<file path="src/rtl/hough_uart_pkg.sv">
// Shared definitions for the UART Hough/Sobel ingest path.
package hough_uart_pkg;

    localparam logic [7:0]  SYNC_BYTE0 = 8'hAA;
    localparam logic [7:0]  SYNC_BYTE1 = 8'h55;
    localparam int unsigned PIXEL_BITS = 24;

    typedef enum logic [2:0] {
        SYNC0,
        SYNC1,
        PIXEL,
        CHECK,
        DONE
    } frame_rx_state_t;

endpackage

</file>
<file path="src/rtl/rx_idle_timer.sv">
// Inter-byte idle timer: counts enabled cycles since the last received byte
// and flags (combinationally) the cycle in which the limit is reached.
module rx_idle_timer #(
    parameter int unsigned TIMEOUT_CYCLES = 50000
) (
    input  logic clk,
    input  logic reset,
    input  logic clear,
    input  logic enable,
    output logic expired_c
);

    localparam int unsigned      CNT_W    = (TIMEOUT_CYCLES > 1) ? $clog2(TIMEOUT_CYCLES) : 1;
    localparam logic [CNT_W-1:0] TERMINAL = CNT_W'(TIMEOUT_CYCLES - 1);

    logic [CNT_W-1:0] count;

    // Idle count: restarts on every byte and whenever the receiver is idle.
    always_ff @(posedge clk) begin
        if (reset || clear || !enable) begin
            count <= '0;
        end else if (count != TERMINAL) begin
            count <= count + CNT_W'(1);
        end
    end

    // A byte arriving in the terminal cycle takes priority over the timeout.
    assign expired_c = enable && !clear && (count == TERMINAL);

endmodule

</file>
<file path="src/rtl/uart_frame_rx.sv">
// UART frame ingest: hunts for the AA 55 header, packs B,G,R bytes into
// 24-bit pixels and writes them sequentially into the frame buffer.
// Optional trailing XOR checksum enabled by defining FRAME_RX_CHECKSUM_EN.
module uart_frame_rx
    import hough_uart_pkg::*;
#(
    parameter int unsigned IMG_WIDTH      = 1280,
    parameter int unsigned IMG_HEIGHT     = 720,
    parameter int unsigned ADDR_WIDTH     = $clog2(IMG_WIDTH * IMG_HEIGHT),
    parameter int unsigned TIMEOUT_CYCLES = 50000
) (
    input  logic                  clk,
    input  logic                  reset,
    input  logic                  rx_valid,
    input  logic [7:0]            rx_byte,
    input  logic                  rx_enable,
    output logic                  fb_wr_en,
    output logic [ADDR_WIDTH-1:0] fb_wr_addr,
    output logic [PIXEL_BITS-1:0] fb_wr_data,
    output logic                  frame_done,
    output logic                  frame_error,
    output logic                  busy
);

    localparam int unsigned        CNT_W      = ADDR_WIDTH + 1;
    localparam int unsigned        FRAME_PIX  = IMG_WIDTH * IMG_HEIGHT;
    localparam logic [CNT_W-1:0]   LAST_PIXEL = CNT_W'(FRAME_PIX - 1);

    frame_rx_state_t       state, state_d;
    logic [1:0]            phase, phase_d;
    logic [CNT_W-1:0]      pix_cnt, pix_cnt_d;
    logic [7:0]            b_q, b_d;
    logic [7:0]            g_q, g_d;
    logic                  wr_en_d;
    logic [ADDR_WIDTH-1:0] wr_addr_d;
    logic [PIXEL_BITS-1:0] wr_data_d;
    logic                  done_d;
    logic                  error_d;
    logic                  busy_d;
    logic                  expired_c;
`ifdef FRAME_RX_CHECKSUM_EN
    logic [7:0]            xor_q, xor_d;
`endif

    rx_idle_timer #(
        .TIMEOUT_CYCLES(TIMEOUT_CYCLES)
    ) u_idle_timer (
        .clk      (clk),
        .reset    (reset),
        .clear    (rx_valid),
        .enable   (busy),
        .expired_c(expired_c)
    );

    // State and registered outputs.
    always_ff @(posedge clk) begin
        if (reset) begin
            state       <= SYNC0;
            phase       <= 2'd0;
            pix_cnt     <= '0;
            b_q         <= 8'd0;
            g_q         <= 8'd0;
            fb_wr_en    <= 1'b0;
            fb_wr_addr  <= '0;
            fb_wr_data  <= '0;
            frame_done  <= 1'b0;
            frame_error <= 1'b0;
            busy        <= 1'b0;
`ifdef FRAME_RX_CHECKSUM_EN
            xor_q       <= 8'd0;
`endif
        end else begin
            state       <= state_d;
            phase       <= phase_d;
            pix_cnt     <= pix_cnt_d;
            b_q         <= b_d;
            g_q         <= g_d;
            fb_wr_en    <= wr_en_d;
            fb_wr_addr  <= wr_addr_d;
            fb_wr_data  <= wr_data_d;
            frame_done  <= done_d;
            frame_error <= error_d;
            busy        <= busy_d;
`ifdef FRAME_RX_CHECKSUM_EN
            xor_q       <= xor_d;
`endif
        end
    end

    // Next-state, byte assembly and output decode.
    always_comb begin
        state_d   = state;
        phase_d   = phase;
        pix_cnt_d = pix_cnt;
        b_d       = b_q;
        g_d       = g_q;
        wr_en_d   = 1'b0;
        wr_addr_d = fb_wr_addr;
        wr_data_d = fb_wr_data;
        done_d    = 1'b0;
        error_d   = 1'b0;
`ifdef FRAME_RX_CHECKSUM_EN
        xor_d     = xor_q;
`endif

        case (state)
            SYNC0: begin
                if (rx_valid && rx_enable && (rx_byte == SYNC_BYTE0)) begin
                    state_d = SYNC1;
                end
            end

            SYNC1: begin
                if (rx_valid) begin
                    if (rx_byte == SYNC_BYTE1) begin
                        state_d   = PIXEL;
                        phase_d   = 2'd0;
                        pix_cnt_d = '0;
                        wr_addr_d = '0;
`ifdef FRAME_RX_CHECKSUM_EN
                        xor_d     = 8'd0;
`endif
                    end else if (rx_byte != SYNC_BYTE0) begin
                        state_d = SYNC0;
                    end
                end else if (expired_c) begin
                    error_d = 1'b1;
                    state_d = SYNC0;
                end
            end

            PIXEL: begin
                if (rx_valid) begin
`ifdef FRAME_RX_CHECKSUM_EN
                    xor_d = xor_q ^ rx_byte;
`endif
                    case (phase)
                        2'd0: begin
                            b_d     = rx_byte;
                            phase_d = 2'd1;
                        end
                        2'd1: begin
                            g_d     = rx_byte;
                            phase_d = 2'd2;
                        end
                        default: begin
                            wr_en_d   = 1'b1;
                            wr_addr_d = pix_cnt[ADDR_WIDTH-1:0];
                            wr_data_d = {rx_byte, g_q, b_q};
                            phase_d   = 2'd0;
                            pix_cnt_d = pix_cnt + CNT_W'(1);
                            if (pix_cnt == LAST_PIXEL) begin
`ifdef FRAME_RX_CHECKSUM_EN
                                state_d = CHECK;
`else
                                state_d = DONE;
`endif
                            end
                        end
                    endcase
                end else if (expired_c) begin
                    error_d = 1'b1;
                    state_d = SYNC0;
                end
            end

`ifdef FRAME_RX_CHECKSUM_EN
            CHECK: begin
                if (rx_valid) begin
                    if (rx_byte == xor_q) begin
                        done_d  = 1'b1;
                        state_d = DONE;
                    end else begin
                        error_d = 1'b1;
                        state_d = SYNC0;
                    end
                end else if (expired_c) begin
                    error_d = 1'b1;
                    state_d = SYNC0;
                end
            end
`endif

            DONE: begin
`ifndef FRAME_RX_CHECKSUM_EN
                done_d  = 1'b1;
`endif
                state_d = SYNC0;
            end

            default: begin
                state_d = SYNC0;
            end
        endcase

        busy_d = (state_d != SYNC0);
    end

endmodule

</file>
<file path="config.mk">
export PLATFORM = sky130hd
export DESIGN_NAME = uart_frame_rx
export DESIGN_NICKNAME = d
export VERILOG_FILES = /design/src/rtl/hough_uart_pkg.sv /design/src/rtl/rx_idle_timer.sv /design/src/rtl/uart_frame_rx.sv
export SDC_FILE = /design/constraint.sdc
export NUM_CORES = 1
export LEC_CHECK = 0
export BUFFER_PORTS_ARGS = -buffer_cell sky130_fd_sc_hd__buf_2
export CORE_ASPECT_RATIO = 1.5
export CORE_MARGIN = 4
export CORE_UTILIZATION = 51
export DETAILED_ROUTE_END_ITERATION = 10
export PLACE_DENSITY = 0.75
export SKIP_LAST_GASP = 1
export SYNTH_ARGS = -nofsm -noshare
export SYNTH_HDL_FRONTEND = slang
export SYNTH_SLANG_ARGS = --single-unit
</file>
<file path="constraint.sdc">
create_clock -name clk -period 2 [get_ports clk]
set_clock_uncertainty 0.15 [all_clocks]
set_input_delay 0.1 -clock clk [delete_from_list [all_inputs] [get_ports clk]]
set_output_delay 0.1 -clock clk [all_outputs]
set_load 0.005 [all_outputs]
</file>
# [Word level (Yosys, flattened, before mapping)]
# Cells that the tools add are included.
[totals] register_bits=106 input_bits=12 out_inout_bits=48 wordCells=80
[op_classes] n_addsub=2 eq_ne=14 n_mux=27 n_bitwise=4 n_reduce_logical=21
[ops] cell="$mux W21" count=4
[ops] cell="$mux W20" count=4
[ops] cell="$pmux W21 S2" count=1
[ops] cell="$pmux W20 S2" count=1
[ops] cell="$mux W3" count=8
[ops] cell="$add A21 B1 Y21 const B" count=1
[ops] cell="$eq A21 B20 Y1 const B" count=1
[ops] cell="$add A16 B1 Y16 const B" count=1
[ops] cell="$eq A16 B16 Y1 const B" count=1
[ops] cell="$ne A16 B16 Y1 const B" count=1
[ops] cell="$pmux W3 S3" count=1
[ops] cell="$reduce_and A3 Y1" count=3
[ops] cell="$eq A8 B7 Y1 const B" count=1
[ops] cell="$eq A8 B8 Y1 const B" count=1
[ops] cell="$ne A2 B2 Y1 const B" count=4
[ops] cell="$ne A8 B8 Y1 const B" count=1
[ops] cell="$pmux W2 S2" count=2
[ops] cell="$mux W2" count=3
[ops] cell="$reduce_or A3 Y1" count=2
[ops] cell="$reduce_and A5 Y1" count=1
[ops] cell="$logic_and A1 B1 Y1" count=4
[ops] cell="$not A1 Y1" count=4
[ops] cell="$reduce_and A4 Y1" count=1
[ops] cell="$reduce_or A2 Y1" count=2
[ops] cell="11 further kinds" count=15

# [Logic depth before layout (Yosys ltp)]
# Gate-level depths: netlist of the first run.
[depth] depth_word=7 depth_mapped=8 depth_no_buf=6

# [Modules after synthesis]
# From an unflattened synthesis of the first run, not the netlist that was laid out.
[unflattened] cells_unflattened=518 hier_area_um2=4663.2
[modules_own_cells] module="uart_frame_rx" instances=1 cells_each=433 area_per_inst_um2=3849.9 seq_area_each_um2=1801.7
[modules_own_cells] module="rx_idle_timer" instances=1 cells_each=85 area_per_inst_um2=813.3 seq_area_each_um2=320.3

# [Worst setup path before layout of the first run]
# No wires, ideal clock.
[synth_path] path_type="reg2reg" start="reg u_idle_timer.count[0]" end="reg busy" arrival_time_ps=1821 slack_ps=-98 path_stages_with_launch=7 period_less_slack_ps=2098 path_cell_list="dfxtp_1 -> ha_1 -> and4_1 -> nand4_1 -> o21ai_0 -> a211oi_1 -> or3_1"
[synth_between] elab_chain_cells=6
[synth_rtl] item="start: declaration" line="rx_idle_timer.sv:16" rtl="logic [CNT_W-1:0] count;"
[synth_rtl] item="start signal: assignment" line="rx_idle_timer.sv:23" rtl="count <= count + CNT_W'(1);"
[synth_rtl] item="$eq A16 B16 Y1 *" line="rx_idle_timer.sv:28" rtl="assign expired_c = enable && !clear && (count == TERMINAL);"
[synth_rtl] item="$logic_and A1 B1 Y1 *" line="rx_idle_timer.sv:28"
[synth_rtl] item="$mux W3 *" line="uart_frame_rx.sv:126, uart_frame_rx.sv:161"
[synth_rtl] item="$mux W3, on equally long branches" line="uart_frame_rx.sv:133, uart_frame_rx.sv:114"
[synth_rtl] item="$pmux W3 S3 *" line="uart_frame_rx.sv:106" rtl="case (state)"
[synth_rtl] item="$reduce_bool A3 Y1 *" line="uart_frame_rx.sv:196" rtl="busy_d = (state_d != SYNC0);"
[synth_rtl] item="end signal: assignment" line="uart_frame_rx.sv:83" rtl="busy <= busy_d;"
[synth_rtl] item="end: declaration" line="uart_frame_rx.sv:22" rtl="output logic busy"
# Every way passes the cells marked *; elsewhere a longest branch is shown, timed or not.
# A chain may end at the register's enable or synchronous reset.

# [Worst setup path in the final report of the first run]
[layout_path] start="reg pix_cnt[6]" end="reg pix_cnt[10]"
[layout_between] elab_chain_cells=4
[layout_rtl] item="start: declaration" line="uart_frame_rx.sv:31" rtl="logic [CNT_W-1:0] pix_cnt, pix_cnt_d;"
[layout_rtl] item="start signal: assignment" line="uart_frame_rx.sv:75" rtl="pix_cnt <= pix_cnt_d;"
[layout_rtl] item="$add A21 B1 Y21" line="uart_frame_rx.sv:151" rtl="pix_cnt_d = pix_cnt + CNT_W'(1);"
[layout_rtl] item="$mux W21" line="uart_frame_rx.sv:137" rtl="case (phase)"
[layout_rtl] item="$mux W21" line="uart_frame_rx.sv:133" rtl="if (rx_valid) begin"
[layout_rtl] item="$pmux W21 S2" line="uart_frame_rx.sv:106"
# Every way passes these cells. The select of a mux whose other input is x is not followed.

==> results.tsv, run 1 <==
stage	metric	value	unit
clock_network	CTS tree	done	
grt	global-route wire length before repair	17.0	mm
grt	maximum number of pins on one net before global-route repair	43	
place	sum of net half-perimeters after detailed placement	7.35	mm
routing	DR vias	3844	
place	Buffers on Ports	59	
clock_network	Sink Count	106	
worst_hold_path	Cells on Worst Hold Path	4	
floorplan	Starting Density	52.6	%
pwr	Leak	2.19	nW
worst_setup_path	worst path required time	2.09	ns
yosys	leading area contributor after synthesis	dfxtp_1	
finish	fin cells	716	
place	global placement routability congestion	0.910	
pwr	Max rail drop VDD	484	uV
clock_network	worst-case clock buffer depth	2	
place	pre-CTS setup slack	-0.0856	ns
worst_setup_path	number of cells on the worst reg-to-reg path	7	
floorplan	num ports	60	
sta	number of slew-limit violations in the final report	0	
routing	via/cell ratio	5.37	
floorplan	height of the die	120	microns
worst_setup_path	CP Class	flop to flop	
pwr	Internal Pwr Total	0.00302	W
yosys	number of nets produced by synthesis	511	
yosys	instance count of the mapped netlist	497	
pwr	power per cell area	706	mW/mm^2
grt	via count of the first global-routing pass	3665	
pwr	clock power share	43.0	%
status	failing checks	negative hold slack	
clock_network	Clock Root Buffer	clkbuf_16	
worst_setup_path	CP Capture Type	flop	
sta	ratio of final minimum period to clock period	99.6	%
yosys	share of flip-flops with an asynchronous set or reset	0	%
finish	layout cells sized above 1	28.6	%
routing	first-pass detailed-route iteration total	4	
clock_network	number of buffers inserted during clock tree synthesis	9	
worst_setup_path	maximum fanout count along the critical path	4	
yosys	mean cell area of the mapped netlist	8.58	sq um
routing	drc violations	0	
yosys	Seq/Total Area, Yosys	49.8	%
sta	Min Hold Slack	-0.00285	ns
yosys	ranking of synthesized cells by area	dfxtp_1, nand2_1, a21oi_1, nor2_1, nand3_1	
sta	min cycle time layout	1.99	ns
run	max-capacitance violation count	0	
sta	unrepaired setup endpoints after global routing	true	
worst_setup_path	Critical path destination	pix_cnt[10]$_SDFFE_PP0P_	
sta	endpoints failing hold	3	
worst_setup_path	Arr. time, crit path	2.08	ns
routing	post-route antenna net violation count	0	
worst_setup_path	reg-to-reg critical path startpoint	pix_cnt[6]$_SDFFE_PP0P_	
sta	Relative slew margins	70.4	%
worst_setup_path	reg-to-reg setup timing slack	0.008	ns
grt	global-route usage over all layers	21.9	%
sta	timing-limited maximum frequency	0.502	GHz
yosys	ys flop type	dfxtp_1	
worst_setup_path	Critical Path Start Type	flop	
sta	final setup slack of the worst path	0.00816	ns
worst_hold_path	class of the worst hold path	primary input to flop	
yosys	Yosys warning total	0	
yosys	number of synthesized register bits	106	
pwr	power share of the sequential group	54.3	%
finish	final instance area	0.00551	sq mm
routing	routed len/inst	14.8	microns
yosys	distinct cell type count of the synthesized netlist	39	
sta	count of final setup violators	0	
floorplan	number of rows created at floorplan	40	
clock_network	clock slew seen by the registers of the worst setup and hold paths	0.07	ns
clock_network	Worst-Skew Late Latency	0.36	ns
yosys	leading post-synthesis cells by instance count	dfxtp_1, nand2_1, nor2_1	
status	status	complete, but fails checks	
finish	count of fill cells added during filler insertion	649	
routing	drt initial violations	205	
yosys	share of Yosys cell area claimed by the top area cell type	49.8	%
place	Placed Instance Area	0.00499	sq mm
finish	utilization after layout	68.0	%
finish	area of combinational cells with multiple inputs	0.00211	sq mm
floorplan	Die Area	0.00992	sq mm
routing	wire length reported by the detailed router	10.6	mm
finish	number of nets in the finished design	620	
finish	synthesis-to-layout area growth	29.3	%
grt	number of antenna violations at the first check in global routing	0	
yosys	most frequent cell after synthesis	dfxtp_1	
finish	sequential standard cell area	0.00214	sq mm
floorplan	Horiz. Die Dim	82.7	microns
yosys	area of the mapped netlist	0.00427	sq mm
floorplan	core region area	0.00811	sq mm
yosys	number of enable flip-flop cells after synthesis	0	
pwr	Final Total Pwr	0.00389	W
finish	total inserted antenna cells	0	
pwr	Sw Share	22.5	%
sta	measured slew at the worst slew-check pin	0.443	ns
pwr	logic gate share of total power	2.8	%
grt	GRT Residual Overflow	0	
clock_network	H-Tree Level Count	3	
worst_setup_path	start point of the critical path	pix_cnt[6]$_SDFFE_PP0P_	
worst_setup_path	worst r2r dst	pix_cnt[10]$_SDFFE_PP0P_	
place	number of placed cells counting well taps	687	
pwr	sw power	0.000877	W
## sequential cells by signal (all words and copies together) (netlist names), 2 cells and up
name	count
phase	2
fb_wr_addr	20
fb_wr_data	24
state	3
u_idle_timer.count	16
pix_cnt	21
b_q	8
g_q	8
## cell families (layout without fill, tap and decap cells)
kind of cell / Yosys count / count (layout) / synth area share [%]
AOI/OAI and AO/OA: 65 / 65 / 8.39
xor gates and xnor gates: 28 / 28 / 5.75
adders and majority gates: 2 / 2 / 0.587
buffers and inverters: 35 / 149 / 3.17
DFF: 106 / 106 / 49.8
muxes: 19 / 19 / 4.52
and+or+nand+nor: 242 / 242 / 27.8
## worst min-delay path by stage
stage	from	slack, ns	endpoint
floorplan	rx_byte[0]	0.09	fb_wr_data[16]$_SDFFE_PP0P_
global placement	rx_byte[2]	0.27	fb_wr_data[18]$_SDFFE_PP0P_
detailed placement	rx_byte[2]	0.27	fb_wr_data[18]$_SDFFE_PP0P_
CTS	rx_byte[0]	0.002	b_q[0]$_SDFFE_PP0P_
global route	rx_byte[1]	0.01	b_q[1]$_SDFFE_PP0P_
finish	reset	-0.003	state[0]$_SDFF_PP0_
## per-layer routing
layer  vias to the layer above  global-route usage (%)  wire length [microns]
met5                         -                       0                      0
met4                         0                    12.0                    317
met3                        22                    3.23                    397
met2                        86                    36.8                   5560
met1                      1818                    25.9                   4310
li1                       1918                       -                      -
## worst max-delay path: stages, from the launching register on
cell and delay, ns:
dfxtp_2 0.35, and4_4 0.22, buf_4 0.13, nand4_1 0.23, buf_4 0.24, nor4b_1 0.32, xnor2_1 0.18, nor2_1 0.07
## layout make-up
type | count | area share (%)
inverter | 7 | 0.477
timing repair buffer | 126 | 15.1
tap | 105 | 2.38
clock buffer | 10 | 4.15
sequential | 106 | 38.8
multi-input combinational | 356 | 38.2
clock inverter | 6 | 0.930
## what timing repair did
action                                  4_1_cts  5_1_grt
buffers inserted                              1        5
endpoints found under the setup margin       11       37
gates resized for setup                      12       27
gates cloned                                  0        1
pin swaps                                     3        8
hold buffers                                  6        0
endpoints found under the hold margin        14        0
## through the flow
stage	hold slack (ns)	TNS (ns)
6_report	-0.00285	0
5_1_grt	0.0114	-0.167
3_5_place_dp	0.274	-0.587
2_1_floorplan	0.0860	-0.0257
4_1_cts	0.00248	-0.0116
3_3_place_gp	0.272	0
## power by group through the flow
stage	Combinational, W	Sequential, W	Clock, W
6_report	0.000109	0.00211	0.00167
5_1_grt	0.000116	0.00211	0.00178
4_1_cts	0.000103	0.00211	0.00170
3_5_place_dp	0.0000925	0.00216	0
3_3_place_gp	0.0000908	0.00216	0
2_1_floorplan	0.0000388	0.00216	0
## cell usage in the layout (no fill, tap or decap), types with 4 or more instances in the layout
cell type       n
a21oi_1        51
inv_1           7
buf_2          59
nand2_1        84
xor2_1         10
dfxtp_2        12
dlygate4sd3_1   5
nor4_1          6
xnor2_1        18
buf_4          57
nand3_1        35
mux2i_1        17
nor4b_1         4
clkbuf_16       9
nand4_1        11
nor2_1         56
dfxtp_1        94
buf_6           4
and3_1          5
nor3_1          8
Power figures use the tool's default switching activity.
==> run 2: changes to the inputs <==
--- a/config.mk
+++ b/config.mk
@@ -9,8 +9,10 @@
 export CORE_ASPECT_RATIO = 1.5
 export CORE_MARGIN = 4
 export CORE_UTILIZATION = 51
+export CTS_CLUSTER_SIZE = 20
 export DETAILED_ROUTE_END_ITERATION = 10
 export PLACE_DENSITY = 0.75
+export REMOVE_ABC_BUFFERS = 1
 export SKIP_LAST_GASP = 1
 export SYNTH_ARGS = -nofsm -noshare
 export SYNTH_HDL_FRONTEND = slang
==> results.tsv, run 2 (synthesized netlist as in run 1, its figures left out) <==
stage	metric	value	unit	change
floorplan	Starting Density	52.6	%	unchanged
worst_setup_path	CP Capture Type	flop		
grt	global-route usage over all layers	21.2	%	-0.70 points
grt	maximum number of pins on one net before global-route repair	39		-9.3%
clock_network	H-Tree Level Count	3		unchanged
place	sum of net half-perimeters after detailed placement	7.09	mm	-3.6%
routing	routed len/inst	14.2	microns	-4.2%
clock_network	number of buffers inserted during clock tree synthesis	9		unchanged
finish	synthesis-to-layout area growth	28.1	%	
finish	number of flip-flops in the largest register	24		unchanged
pwr	power per cell area	735	mW/mm^2	+4.1%
worst_setup_path	maximum fanout count along the critical path	5		+1
finish	layout cells sized above 1	25.3	%	-3.4 points
routing	post-route antenna net violation count	0		unchanged
place	global placement routability congestion	0.873		-4.1%
routing	wire length reported by the detailed router	10.1	mm	-4.4%
worst_setup_path	Arr. time, crit path	2.13	ns	+0.05 ns
finish	final instance area	0.00546	sq mm	-0.91%
floorplan	number of rows created at floorplan	40		unchanged
place	Placed Instance Area	0.00498	sq mm	-0.18%
finish	top flop regs	fb_wr_data x24, pix_cnt x21, fb_wr_addr x20		
worst_setup_path	cell family with the largest share of critical-path delay	simple AND/OR/NAND/NOR gates		
sta	min cycle time layout	2.00	ns	+0.00649 ns
status	status	completed		
sta	timing-limited maximum frequency	0.500	GHz	-0.32%
sta	measured slew at the worst slew-check pin	0.551	ns	+0.108 ns
worst_setup_path	Critical Path Max Stage Delay	0.52	ns	+0.17 ns
worst_setup_path	CP Class	flop to flop		
finish	number of nets in the finished design	618		-0.32%
routing	first-pass detailed-route iteration total	4		unchanged
floorplan	height of the die	120	microns	unchanged
sta	endpoints failing hold	0		-3
grt	global-route wire length before repair	16.4	mm	-3.2%
sta	count of final setup violators	0		unchanged
worst_hold_path	class of the worst hold path	primary input to flop		
worst_setup_path	critical-path cell with the highest stage delay	or4_4		
sta	Relative slew margins	63.1	%	-7.2 points
routing	drc violations	0		unchanged
finish	count of fill cells added during filler insertion	656		+1.1%
grt	GRT Residual Overflow	0		unchanged
routing	DR vias	3793		-1.3%
finish	utilization after layout	67.4	%	-0.62 points
clock_network	Worst-Skew Late Latency	0.35	ns	about the same
clock_network	Sink Count	106		unchanged
floorplan	core region area	0.00811	sq mm	unchanged
clock_network	Clock Root Buffer	clkbuf_16		
clock_network	clock slew seen by the registers of the worst setup and hold paths	0.07	ns	about the same
grt	via count of the first global-routing pass	3701		+0.98%
worst_setup_path	Buf+Inv Stages, Crit Path	0		-2
worst_setup_path	worst path required time	2.13	ns	+0.04 ns
finish	highest-count cells in the layout ignoring fill and taps	dfxtp_1, nand2_1, buf_2, nor2_1, buf_4		
routing	via/cell ratio	5.31		-1.1%
pwr	Max rail drop VDD	546	uV	+13%
finish	most common cell after layout, fill and taps aside	dfxtp_1		
place	Buffers on Ports	59		unchanged
grt	number of antenna violations at the first check in global routing	0		unchanged
finish	largest reg by FF count	fb_wr_data		
clock_network	worst-case clock buffer depth	2		unchanged
sta	ratio of final minimum period to clock period	99.9	%	+0.32 points
sta	unrepaired setup endpoints after global routing	true		
finish	total inserted antenna cells	0		unchanged
routing	drt initial violations	232		+13%
floorplan	Horiz. Die Dim	82.7	microns	unchanged
floorplan	Die Area	0.00992	sq mm	unchanged
run	max-capacitance violation count	0		unchanged
clock_network	CTS tree	done		
worst_setup_path	Critical Path Start Type	flop		
floorplan	num ports	60		unchanged
sta	number of slew-limit violations in the final report	0		unchanged
pwr	Leak	2.17	nW	-0.83%
worst_setup_path	crit-path cells	and4bb_2, a31oi_4, or4_4, or3_4, a21oi_2		
[run 2: area by class of cell]
| type | count | area [sq um] | area share, % |
|---|---|---|---|
| Inverter | 7 | 26.3 | 0.481 |
| Clock inverter | 5 | 62.6 | 1.14 |
| Sequential cell | 106 | 2130 | 38.9 |
| Tap cell | 105 | 131 | 2.40 |
| Clock buffer | 11 | 243 | 4.44 |
| Timing Repair Buffer | 124 | 812 | 14.9 |
| Multi-Input combinational cell | 356 | 2060 | 37.8 |
[run 2: worst register-to-register path: stages, from the launching register on]
cell and delay (ns):
dfxtp_2 0.34, and4bb_2 0.33, a31oi_4 0.11, or4_4 0.52, or3_4 0.35, a21oi_2 0.13
[run 2: what timing repair did]
item	in CTS	in global routing
pin swaps	2	6
hold endpoints to repair	18	0
endpoints found under the setup margin	4	24
resized for setup	1	18
hold buffers	9	0
buffers inserted	1	2
[run 2: path summary, 6_finish.rpt]
| kind | end | start | slack [ns] | cells after the start |
|---|---|---|---|---|
| setup / recovery | pix_cnt[17]$_SDFFE_PP0P_ | state[2]$_SDFF_PP0_ | 0.002 | 5 |
| setup reg to reg | pix_cnt[17]$_SDFFE_PP0P_ | state[2]$_SDFF_PP0_ | 0.002 | 5 |
| hold reg to reg | fb_wr_data[9]$_SDFFE_PP0P_ | fb_wr_data[9]$_SDFFE_PP0P_ | 0.30 | 2 |
| hold / removal | state[0]$_SDFF_PP0_ | rx_enable | 0.03 | 4 |
[run 2: layer usage]
metal  up-vias  share of wire (%)  global-route usage [%]
li1       1921                  -                       -
met1      1786                 39                    23.3
met2        68                 54                    38.6
met3        18                4.2                    4.73
met4         0                2.2                    7.26
met5         -                  0                       0
[run 2: metrics by stage]
| step | std cells | setup TNS, ns | hold slack, ns | setup WS [ns] | total power (W) |
|---|---|---|---|---|---|
| 2_1_floorplan | 469 | -35.31 | 0.0191 | -1.05 | 0.00218 |
| 3_3_place_gp | 686 | 0 | 0.239 | 0.0101 | 0.00225 |
| 3_5_place_dp | 686 | -0.105 | 0.243 | -0.0524 | 0.00225 |
| 4_1_cts | 712 | -0.00140 | 0.0317 | -0.00140 | 0.00404 |
| 5_1_grt | 714 | -0.107 | 0.0471 | -0.0549 | 0.00412 |
| 6_report | 714 | 0 | 0.0348 | 0.00167 | 0.00402 |
[run 2: report_power, final]
part / leakage [nW] / switching (W) / internal (W)
sequential: 0.855 / 0.00000147 / 0.00211
clock: 0.142 / 0.000788 / 0.00101
combinational: 1.17 / 0.0000596 / 0.0000435
==> run 3: changes to the inputs <==
--- a/config.mk
+++ b/config.mk
@@ -5,13 +5,13 @@
 export SDC_FILE = /design/constraint.sdc
 export NUM_CORES = 1
 export LEC_CHECK = 0
-export BUFFER_PORTS_ARGS = -buffer_cell sky130_fd_sc_hd__buf_2
 export CORE_ASPECT_RATIO = 1.5
 export CORE_MARGIN = 4
-export CORE_UTILIZATION = 51
+export CORE_UTILIZATION = 56
 export CTS_CLUSTER_SIZE = 20
 export DETAILED_ROUTE_END_ITERATION = 10
-export PLACE_DENSITY = 0.75
+export DONT_BUFFER_PORTS = 1
+export PLACE_DENSITY = 0.74
 export REMOVE_ABC_BUFFERS = 1
 export SKIP_LAST_GASP = 1
 export SYNTH_ARGS = -nofsm -noshare
==> results.tsv, run 3 (synthesized netlist as in run 1, its figures left out) <==
stage	metric	value	unit	change
grt	global-route usage over all layers	21.3	%	+0.13 points
finish	final instance area	0.00495	sq mm	-9.3%
grt	via count of the first global-routing pass	3485		-5.8%
place	Buffers on Ports	0		-100%
finish	count of fill cells added during filler insertion	643		-2.0%
sta	min cycle time layout	1.99	ns	-0.0122 ns
place	global placement routability congestion	0.882		+1.0%
routing	routed len/inst	15.0	microns	+5.8%
sta	ratio of final minimum period to clock period	99.3	%	-0.61 points
sta	Relative slew margins	69.5	%	+6.3 points
worst_setup_path	crit-path cells	buf_4, and3_4, nand4_1, or4_4, or3_4, a21oi_2		
finish	total inserted antenna cells	0		unchanged
sta	measured slew at the worst slew-check pin	0.456	ns	-0.0948 ns
worst_setup_path	reg-to-reg setup timing slack	0.01	ns	about the same
pwr	Max rail drop VDD	418	uV	-23%
worst_setup_path	critical-path cell with the highest stage delay	or4_4		
worst_setup_path	reg-to-reg critical path startpoint	pix_cnt[1]$_SDFFE_PP0P_		
worst_setup_path	number of cells on the worst reg-to-reg path	6		+1
sta	count of final setup violators	0		unchanged
floorplan	Horiz. Die Dim	79.3	microns	-4.1%
sta	summed negative setup slack over all endpoints	0	ns	unchanged
finish	sequential standard cell area	0.00213	sq mm	+0.18%
clock_network	clock slew seen by the registers of the worst setup and hold paths	0.09	ns	+0.02 ns
sta	unrepaired setup endpoints after global routing	true		
worst_setup_path	Critical Path Max Stage Delay	0.54	ns	+0.02 ns
routing	DR vias	3518		-7.3%
finish	area of combinational cells with multiple inputs	0.00205	sq mm	-0.61%
finish	highest-count cells in the layout ignoring fill and taps	dfxtp_1, nand2_1, nor2_1, a21oi_1, buf_4		
place	Placed Instance Area	0.00458	sq mm	-8.1%
clock_network	Sink Count	106		unchanged
grt	maximum number of pins on one net before global-route repair	69		+77%
worst_setup_path	cell family with the largest share of critical-path delay	simple AND/OR/NAND/NOR gates		
sta	Min Hold Slack	0.0570	ns	+0.0222 ns
grt	number of antenna violations at the first check in global routing	0		unchanged
floorplan	core region area	0.00732	sq mm	-9.7%
worst_setup_path	Critical path destination	pix_cnt[17]$_SDFFE_PP0P_		
worst_setup_path	maximum fanout count along the critical path	6		+1
pwr	power per cell area	692	mW/mm^2	-5.8%
run	max-capacitance violation count	0		unchanged
finish	number of nets in the finished design	546		-12%
finish	largest reg by FF count	fb_wr_data		
sta	number of slew-limit violations in the final report	0		unchanged
clock_network	CTS tree	done		
grt	global-route wire length before repair	15.6	mm	-5.0%
routing	wire length reported by the detailed router	9.52	mm	-5.9%
finish	number of flip-flops in the largest register	24		unchanged
worst_setup_path	worst r2r dst	pix_cnt[17]$_SDFFE_PP0P_		
worst_setup_path	logic depth of the worst setup path including buffers	6		+1
sta	endpoints failing hold	0		unchanged
worst_setup_path	CP Class	flop to flop		
worst_hold_path	class of the worst hold path	primary input to flop		
worst_setup_path	Arr. time, crit path	2.13	ns	about the same
clock_network	worst-case clock buffer depth	2		unchanged
status	status	completed		
floorplan	Starting Density	58.3	%	+5.6 points
floorplan	number of rows created at floorplan	38		-5.0%
worst_setup_path	worst path required time	2.15	ns	+0.02 ns
grt	GRT Residual Overflow	0		unchanged
clock_network	number of buffers inserted during clock tree synthesis	9		unchanged
routing	first-pass detailed-route iteration total	4		unchanged
clock_network	Clock Root Buffer	clkbuf_8		
routing	drc violations	0		unchanged
clock_network	Worst-Skew Late Latency	0.36	ns	about the same
routing	drt initial violations	204		-12%
finish	top flop regs	fb_wr_data x24, pix_cnt x21, fb_wr_addr x20		
routing	via/cell ratio	5.54		+4.3%
clock_network	H-Tree Level Count	3		unchanged
worst_setup_path	CP Capture Type	flop		
sta	timing-limited maximum frequency	0.504	GHz	+0.62%
floorplan	Die Area	0.00911	sq mm	-8.2%
place	sum of net half-perimeters after detailed placement	6.42	mm	-9.4%
worst_setup_path	Critical Path Start Type	flop		
worst_setup_path	start point of the critical path	pix_cnt[1]$_SDFFE_PP0P_		
worst_setup_path	Buf+Inv Stages, Crit Path	1		+1
finish	layout cells sized above 1	14.6	%	-11 points
finish	most common cell after layout, fill and taps aside	dfxtp_1		
finish	synthesis-to-layout area growth	16.2	%	
floorplan	num ports	60		unchanged
floorplan	height of the die	115	microns	-4.3%
routing	post-route antenna net violation count	0		unchanged
pwr	Leak	1.75	nW	-19%
[run 3: cell count changes in the layout (fill, tap and decap cells not counted), moves of 3 or more]
cell,delta
buf_2,-58
buf_4,-19
clkbuf_16,-9
clkbuf_8,+8
dfxtp_1,-3
dfxtp_2,+3
[run 3: worst min path at each step]
stage          startpoint                          to  slack (ns)  depth (start not counted)
2_1_floorplan       reset  fb_wr_addr[0]$_SDFFE_PP0P_        0.02                          1
3_3_place_gp        reset  fb_wr_addr[2]$_SDFFE_PP0P_        0.03                          1
3_5_place_dp        reset  fb_wr_addr[2]$_SDFFE_PP0P_        0.03                          1
4_1_cts        rx_byte[0]         state[1]$_SDFF_PP0_        0.05                          3
5_1_grt        rx_byte[0]         state[1]$_SDFF_PP0_        0.06                          3
6_report       rx_byte[0]         state[1]$_SDFF_PP0_        0.06                          3
[run 3: per-layer routing]
layer | track usage (%) | vias to the layer above | wire length [microns]
met5 | 0 | - | 0
met4 | 9.75 | 0 | 261
met3 | 4.47 | 20 | 487
met2 | 37.3 | 84 | 4930
met1 | 24.7 | 1644 | 3850
li1 | - | 1770 | -
[run 3: timing repair]
| item | CTS | global route |
|---|---|---|
| endpoints found under the setup margin | 4 | 18 |
| setup buffers | 0 | 1 |
| hold endpoints to repair | 76 | 0 |
| pin swaps | 2 | 4 |
| gates resized for setup | 1 | 18 |
| hold buffers | 12 | 0 |
[run 3: area by class of cell]
class | instances | share of cell area, %
Tap cell | 100 | 2.53
Clock buffer | 11 | 2.65
Sequential cell | 106 | 43.0
Inverter | 7 | 0.530
Clock inverter | 3 | 0.859
Multi-Input combinational cell | 356 | 41.4
Timing Repair Buffer | 52 | 9.07
[run 3: metrics by stage]
step | power [W] | utilization, % | worst slack [ns] | cells
after floorplan | 0.00218 | - | -1.05 | 469
after global placement | 0.00219 | 62.5 | 0.0187 | 608
after detailed placement | 0.00219 | 62.5 | -0.0274 | 608
after CTS | 0.00345 | 66.8 | 0.00195 | 634
after global routing | 0.00354 | 67.7 | -0.0708 | 635
final | 0.00343 | 67.7 | 0.0139 | 635
[run 3: tightest hold or removal path, stage by stage]
cell and delay (ns):
and4bb_2 0.24, nand2_1 0.11, a211oi_1 0.08
[run 3: where the power goes]
| group | switching (W) | internal, W | leakage (nW) |
|---|---|---|---|
| sequential | 0.00000198 | 0.00211 | 0.857 |
| clock | 0.000667 | 0.000565 | 0.0853 |
| combinational | 0.0000517 | 0.0000347 | 0.810 |
| total | 0.000721 | 0.00271 | 1.75 |
